### src/rtl/decode_queue_pkg.sv
// Shared types for the decode queue: fetch/decode bundles, CSR info,
// control word, opcodes and the serialising predicate.
package decode_queue_pkg;

    typedef logic [31:0] word_t;
    typedef logic [4:0]  creg_addr_t;
    typedef logic [11:0] csr_addr_t;

    typedef struct packed {
        logic [2:0] alufunc_csr;
        logic       imm_flag;
        logic       wvalid;
        logic       is_mret;
        logic       is_ecall;
        logic       is_exception;
        logic [3:0] exception;
        word_t      mtval;
    } csr_data_t;

    typedef struct packed {
        logic [3:0] alufunc;
        logic       regwrite;
        logic       alusrc_imm;
        logic       memread;
        logic       memwrite;
        logic       branch;
        logic       jump;
        logic       is_csr;
    } ctl_t;

    typedef struct packed {
        word_t     pc;
        word_t     raw_instr;
        logic      en;
        csr_data_t csr_data;
    } fetch_data_t;

    typedef struct packed {
        word_t      pc;
        creg_addr_t ra1;
        creg_addr_t ra2;
        creg_addr_t dst;
        word_t      imm;
        ctl_t       ctl;
        word_t      rd1;
        word_t      rd2;
        word_t      csr_rd;
        csr_data_t  csr_data;
        logic       en;
    } decode_data_t;

    localparam logic [6:0] OP_R      = 7'b0110011;
    localparam logic [6:0] OP_IMM    = 7'b0010011;
    localparam logic [6:0] OP_LOAD   = 7'b0000011;
    localparam logic [6:0] OP_STORE  = 7'b0100011;
    localparam logic [6:0] OP_BRANCH = 7'b1100011;
    localparam logic [6:0] OP_LUI    = 7'b0110111;
    localparam logic [6:0] OP_AUIPC  = 7'b0010111;
    localparam logic [6:0] OP_JAL    = 7'b1101111;
    localparam logic [6:0] OP_JALR   = 7'b1100111;
    localparam logic [6:0] OP_SYSTEM = 7'b1110011;

    localparam word_t      INSTR_ECALL = 32'h0000_0073;
    localparam word_t      INSTR_MRET  = 32'h3020_0073;
    localparam logic [3:0] EXC_ILLEGAL = 4'd2;

    function automatic logic is_serial(ctl_t ctl, csr_data_t csr);
        return ctl.is_csr | csr.is_mret | csr.is_ecall | csr.is_exception;
    endfunction

endpackage

### src/rtl/decode_queue_decoder.sv
// Single-instruction RV32I decoder: control word, destination,
// immediate and CSR/exception info.
module decode_queue_decoder
    import decode_queue_pkg::*;
(
    input  word_t      raw_instr,
    output ctl_t       ctl,
    output creg_addr_t dst,
    output word_t      imm,
    output csr_data_t  csr_info
);

    logic [6:0] opcode;
    logic [2:0] funct3;
    creg_addr_t rs1;
    word_t      i_imm, s_imm, b_imm, u_imm, j_imm;

    assign opcode = raw_instr[6:0];
    assign funct3 = raw_instr[14:12];
    assign rs1    = raw_instr[19:15];

    assign i_imm = {{20{raw_instr[31]}}, raw_instr[31:20]};
    assign s_imm = {{20{raw_instr[31]}}, raw_instr[31:25], raw_instr[11:7]};
    assign b_imm = {{19{raw_instr[31]}}, raw_instr[31], raw_instr[7],
                    raw_instr[30:25], raw_instr[11:8], 1'b0};
    assign u_imm = {raw_instr[31:12], 12'd0};
    assign j_imm = {{11{raw_instr[31]}}, raw_instr[31], raw_instr[19:12],
                    raw_instr[20], raw_instr[30:21], 1'b0};

    always_comb begin
        ctl      = '0;
        imm      = '0;
        csr_info = '0;
        unique case (opcode)
            OP_R: begin
                ctl.regwrite = 1'b1;
                ctl.alufunc  = {raw_instr[30], funct3};
            end
            OP_IMM: begin
                ctl.regwrite   = 1'b1;
                ctl.alusrc_imm = 1'b1;
                ctl.alufunc    = {(funct3 == 3'b101) & raw_instr[30], funct3};
                imm            = i_imm;
            end
            OP_LOAD: begin
                ctl.regwrite   = 1'b1;
                ctl.alusrc_imm = 1'b1;
                ctl.memread    = 1'b1;
                imm            = i_imm;
            end
            OP_STORE: begin
                ctl.alusrc_imm = 1'b1;
                ctl.memwrite   = 1'b1;
                imm            = s_imm;
            end
            OP_BRANCH: begin
                ctl.branch  = 1'b1;
                ctl.alufunc = {1'b0, funct3};
                imm         = b_imm;
            end
            OP_LUI, OP_AUIPC: begin
                ctl.regwrite   = 1'b1;
                ctl.alusrc_imm = 1'b1;
                imm            = u_imm;
            end
            OP_JAL: begin
                ctl.regwrite = 1'b1;
                ctl.jump     = 1'b1;
                imm          = j_imm;
            end
            OP_JALR: begin
                ctl.regwrite   = 1'b1;
                ctl.jump       = 1'b1;
                ctl.alusrc_imm = 1'b1;
                imm            = i_imm;
            end
            OP_SYSTEM: begin
                // zimm for csrr*i; zero for ecall/mret
                imm = {27'd0, rs1};
                if (raw_instr == INSTR_ECALL) begin
                    csr_info.is_ecall = 1'b1;
                end else if (raw_instr == INSTR_MRET) begin
                    csr_info.is_mret = 1'b1;
                end else if (funct3[1:0] != 2'b00) begin
                    ctl.regwrite         = 1'b1;
                    ctl.is_csr           = 1'b1;
                    csr_info.alufunc_csr = funct3;
                    csr_info.imm_flag    = funct3[2];
                    csr_info.wvalid      = (funct3[1:0] == 2'b01) || (rs1 != '0);
                end else begin
                    csr_info.is_exception = 1'b1;
                    csr_info.exception    = EXC_ILLEGAL;
                end
            end
            default: begin
                csr_info.is_exception = 1'b1;
                csr_info.exception    = EXC_ILLEGAL;
            end
        endcase
    end

    assign dst = ctl.regwrite ? raw_instr[11:7] : '0;

endmodule

### src/rtl/decode_queue.sv
// DEPTH-entry fetch buffer issuing up to NLANE decoded instructions
// per cycle, with intra-bundle hazard and serialisation checks.
module decode_queue
    import decode_queue_pkg::*;
#(
    parameter int DEPTH = 4,
    parameter int NLANE = 1
) (
    input  logic                   clk,
    input  logic                   reset,
    input  logic                   flush,
    input  logic                   in_valid,
    output logic                   in_ready,
    input  fetch_data_t            in_data,
    output logic [NLANE-1:0]       out_valid,
    input  logic                   out_ready,
    output decode_data_t           dataD  [NLANE],
    output creg_addr_t             ra1    [NLANE],
    output creg_addr_t             ra2    [NLANE],
    input  word_t                  rd1    [NLANE],
    input  word_t                  rd2    [NLANE],
    output csr_addr_t              csr_ra [NLANE],
    input  word_t                  csr_rd [NLANE],
    output logic [$clog2(DEPTH):0] count
);

    localparam int PW = $clog2(DEPTH);
    localparam int CW = PW + 1;

    fetch_data_t   mem [DEPTH];
    logic [PW-1:0] wptr, rptr;
    logic          wr;
    logic [1:0]    npop;

    fetch_data_t      ent [NLANE];
    ctl_t             ctl [NLANE];
    creg_addr_t       dst [NLANE];
    word_t            imm [NLANE];
    csr_data_t        dec_csr [NLANE];
    logic [NLANE-1:0] serial;

    assign in_ready = (count != CW'(DEPTH));
    assign wr       = in_valid && in_ready && !flush && in_data.en;

    for (genvar i = 0; i < NLANE; i++) begin : g_lane
        csr_data_t merged;
        logic      en_unused;

        assign ent[i]    = mem[rptr + PW'(i)];
        assign en_unused = ent[i].en;

        decode_queue_decoder u_dec (
            .raw_instr (ent[i].raw_instr),
            .ctl       (ctl[i]),
            .dst       (dst[i]),
            .imm       (imm[i]),
            .csr_info  (dec_csr[i])
        );

        // a fetch-side exception keeps its own cause and info
        always_comb begin
            merged       = dec_csr[i];
            merged.mtval = ent[i].csr_data.mtval;
            if (ent[i].csr_data.is_exception)
                merged = ent[i].csr_data;
        end

        assign serial[i] = is_serial(ctl[i], merged);
        assign ra1[i]    = ent[i].raw_instr[19:15];
        assign ra2[i]    = ent[i].raw_instr[24:20];
        assign csr_ra[i] = ent[i].raw_instr[31:20];

        assign dataD[i] = '{
            pc:       ent[i].pc,
            ra1:      ent[i].raw_instr[19:15],
            ra2:      ent[i].raw_instr[24:20],
            dst:      dst[i],
            imm:      imm[i],
            ctl:      ctl[i],
            rd1:      rd1[i],
            rd2:      rd2[i],
            csr_rd:   csr_rd[i],
            csr_data: out_valid[i] ? merged : ent[i].csr_data,
            en:       out_valid[i]
        };
    end

    assign out_valid[0] = (count != '0);

    if (NLANE == 2) begin : g_dual
        logic hazard;
        assign hazard = ctl[0].regwrite && (dst[0] != '0) &&
                        ((ent[1].raw_instr[19:15] == dst[0]) ||
                         (ent[1].raw_instr[24:20] == dst[0]));
        assign out_valid[1] = (count >= CW'(2)) && !serial[0] &&
                              !serial[1] && !hazard;
    end

    always_comb begin
        npop = '0;
        for (int i = 0; i < NLANE; i++)
            npop = npop + 2'(out_valid[i]);
        if (!out_ready)
            npop = '0;
    end

    always_ff @(posedge clk or negedge reset) begin
        if (!reset) begin
            count <= '0;
            wptr  <= '0;
            rptr  <= '0;
        end else if (flush) begin
            count <= '0;
            wptr  <= '0;
            rptr  <= '0;
        end else begin
            if (wr)
                wptr <= wptr + PW'(1);
            rptr  <= rptr + PW'(npop);
            count <= count + CW'(wr) - CW'(npop);
        end
    end

    always_ff @(posedge clk) begin
        if (wr)
            mem[wptr] <= in_data;
    end

endmodule
### config.mk
export PLATFORM = sky130hd
export DESIGN_NAME = decode_queue
export DESIGN_NICKNAME = d
export VERILOG_FILES = /design/src/rtl/decode_queue_pkg.sv /design/src/rtl/decode_queue_decoder.sv /design/src/rtl/decode_queue.sv
export SDC_FILE = /design/constraint.sdc
export NUM_CORES = 1
export LEC_CHECK = 0
export CORE_ASPECT_RATIO = 0.9
export CORE_MARGIN = 2
export CORE_UTILIZATION = 35
export CTS_CLUSTER_SIZE = 16
export DETAILED_ROUTE_END_ITERATION = 10
export MAX_ROUTING_LAYER = met4
export PLACE_DENSITY = 0.69
export SLEW_MARGIN = 20
export SYNTH_ARGS = -nofsm -noshare
export SYNTH_HDL_FRONTEND = slang
export SYNTH_SLANG_ARGS = --single-unit
### constraint.sdc
create_clock -name clk -period 6.2 [get_ports clk]
set_clock_uncertainty 0.15 [all_clocks]
set_input_delay 1.24 -clock clk [delete_from_list [all_inputs] [get_ports clk]]
set_output_delay 1.24 -clock clk [all_outputs]
set_load 0.01 [all_outputs]
==> out/results.txt <==
All-Layer GR Usage = 0.188
Slew HR = 0.267
Number of I/O pins = 468
Via density = 4.96
Setup Buffers After CTS = 0
Slew @ Worst Pin = 1100 ps
Setup crit end = dataD[176]
Top cell type's share of synthesized area = 0.729
GRT overflow = 0
Synth area leader = edfxtp_1
Post-route DRC = 0
Final min period = 5610 ps
Synth async-reset ratio = 0.0159
Post-Syn Nets = 1090
Synth Warn # = 0
CTS Root Cell = clkbuf_16
Vias in the first global route = 9352
Die height = 218 um
DIE AREA = 52700 um2
First-pass GRT wire length = 68100 um
Syn_area_per_cell = 20.4 um2
Reg2Reg Setup Slack = 2810 ps
Max-slew violations = 0
Post-CTS sizing = 0
Worst flop-to-flop path startpoint = count[1]
Synth cell count leaders = edfxtp_1 (432), buf_4 (112), mux4_2 (102)
Fin nets = 1283
CP Data Required Time = 4810 ps
Deepest clock path buffer count = 3
Peak Freq = 0.178 GHz
Initial Util = 0.353
Crit path DAT = 4220 ps
Final WL = 49100 um
Initial DRC count = 567
# fillers = 4404
Comb pwr share = 0.273
GPL Wtd Cong = 0.895
Worst VDD drop = 0.283 mV
Cell Count, Final, Fillers Out = 1788
CTS H-tree depth = 2
Crit Path Class = reg -> out
Initial antenna violation count = 9
Clock slew at reported path FFs = 60 ps
Clk sinks = 439
Final Cycle Share = 0.904
Mapped Area = 17800 um2
Setup WS post-layout = 594 ps
Largest net degree at the start of global routing = 55
First-pass DRT Iterations = 5
Layout area overhead = 23.3%
CTS tree = done
Row count = 78
Core area = 50400 um2
HPWL Detailed = 35300 um
EDFF count, synth = 432
Status = finished, final reports clean
Unrepaired setup endpoints after global routing = false
Hold Path Class = reg -> reg
Clock Latency Late Sink = 560 ps
Most numerous cell in the Yosys netlist = edfxtp_1
Worst setup SP type = register
Worst R2R End = count[2]
Placed cells = 1697
Critical Path Start = rptr[0]
Seq cells post-synth = 439
Total CTS buffers = 46
Via count = 8875
TNS Setup = 0 ps
Max-cap violations = 0
Internal = 0.00596 W
Final setup viols = 0
Port Buffers = 275
Cells after Synth = 872
CTS Hold Bufs = 0
Die W = 242 um
Setup slack at placement = 1140 ps
Fin. Hold Viols = 0
Drt wl/cell = 27.5 um
Top area cells in the synthesized netlist = edfxtp_1 (73%), mux4_2 (13%), buf_4 (4.7%), dfrtp_1 (0.98%), a21o_1 (0.80%)
Sequential share of power = 0.417
P_sw = 0.00224 W
Pwr/cell area = 373 nW/um2
Final antenna-violating net count = 0
Switching Fraction = 0.273
Leak = 7.04 nW
Synth Flop Type = edfxtp_1
Critical Path Fanout Max = 21
Yosys cell types = 56
Crit end category = primary output
Reg2reg path depth = 10
Register area share after synthesis = 0.739
Clock Power Share = 0.310
Fraction of layout cells with a size suffix above 1 = 0.181
==> layer usage <==
metal	vias up	track usage	wire, um	part of all wire
li1	3834	-	-	-
met1	4503	0.190	16700	0.34
met2	424	0.321	25400	0.52
met3	114	0.0724	4710	0.096
met4	0	0.0924	2290	0.047
met5	-	-	0	0
==> worst min path at each step <==
stage | startpoint | to | slack, ps | cells after the start
CTS | wptr[0] | wptr[0] | 410 | 1
global route | wptr[0] | wptr[0] | 460 | 1
detailed placement | wptr[0] | wptr[0] | 410 | 1
global placement | wptr[0] | wptr[0] | 380 | 1
finish | wptr[0] | wptr[0] | 400 | 1
floorplan | wptr[0] | wptr[0] | 340 | 1
==> flip-flops by register name, summed over array words and instances, names as in the netlist <==
signal  count
count       3
rptr        2
wptr        2
mem       432
==> kinds of logic after synthesis <==
kind of cell / count (synthesis) / synth area share
AND/OR/NAND/NOR: 108 / 0.0340
adder cells (fa/ha/maj): 8 / 0.00605
XOR/XNOR: 3 / 0.00148
buffers and inverters: 156 / 0.0595
multiplexers: 109 / 0.138
AO/OA/AOI/OAI: 49 / 0.0228
flip-flops: 439 / 0.739
==> through the flow <==
stage / hold WS (ps) / cell area, um2 / util / total power, W
5_1_grt: 464 / 21900 / 0.436 / 0.00853
6_report: 404 / 22000 / 0.436 / 0.00820
2_1_floorplan: 341 / 17800 / - / 0.00477
3_5_place_dp: 409 / 20500 / 0.408 / 0.00575
4_1_cts: 414 / 21900 / 0.436 / 0.00832
3_3_place_gp: 382 / 20500 / 0.408 / 0.00574
==> worst max-delay path: stages, from the launching register on <==
cell and delay [ps]:
dfrtp_4 690, mux4_1 830, nand4b_1 350, or2_2 370
inv_1 110, o21a_1 590, a21o_1 160, clkdlybuf4s50_1 540
==> cell usage in the layout, fill, tap and decap left out, types with 3 or more instances in the layout <==
cell             netlist  layout
mux4_2               102     102
nor4_1                 3       3
edfxtp_1             432     432
clkinv_1               0      16
nor2_1                15      15
nand2_1               25      25
buf_4                112      14
dfrtp_1                7       5
inv_6                  0       3
clkinv_2               0       6
inv_1                 10      10
nand3_1                4       4
nor3_1                 9       9
diode_2                0       7
a21o_1                19      19
nor2b_1                9       9
and3_1                 4       4
or2_2                  3       3
mux4_1                 5       5
and2_4                 0       4
and2_1                18      14
clkdlybuf4s50_1        0     275
o31ai_1                5       5
clkbuf_16              0      46
ha_1                   7       7
o21ai_0                4       4
clkbuf_1              13       8
a221o_1                7       7
==> cell type report <==
cell class / count / area, um2 / share of cell area
Sequential cell: 439 / 13200 / 0.599
Multi-Input combinational cell: 277 / 3600 / 0.164
Timing Repair Buffer: 291 / 2900 / 0.132
Clock buffer: 54 / 1180 / 0.0538
Tap cell: 680 / 851 / 0.0388
Clock inverter: 30 / 208 / 0.00946
Inverter: 10 / 37.5 / 0.00171
Antenna cell: 7 / 17.5 / 0.000798
==> power by group through the flow <==
stage	Clock (W)	Sequential, W	Combinational (W)
after floorplan	0	0.00344	0.00133
final	0.00254	0.00342	0.00224
after detailed placement	0	0.00348	0.00227
after global placement	0	0.00348	0.00227
after global routing	0.00273	0.00343	0.00237
after CTS	0.00261	0.00342	0.00228
(Power assumes the default switching activity.)
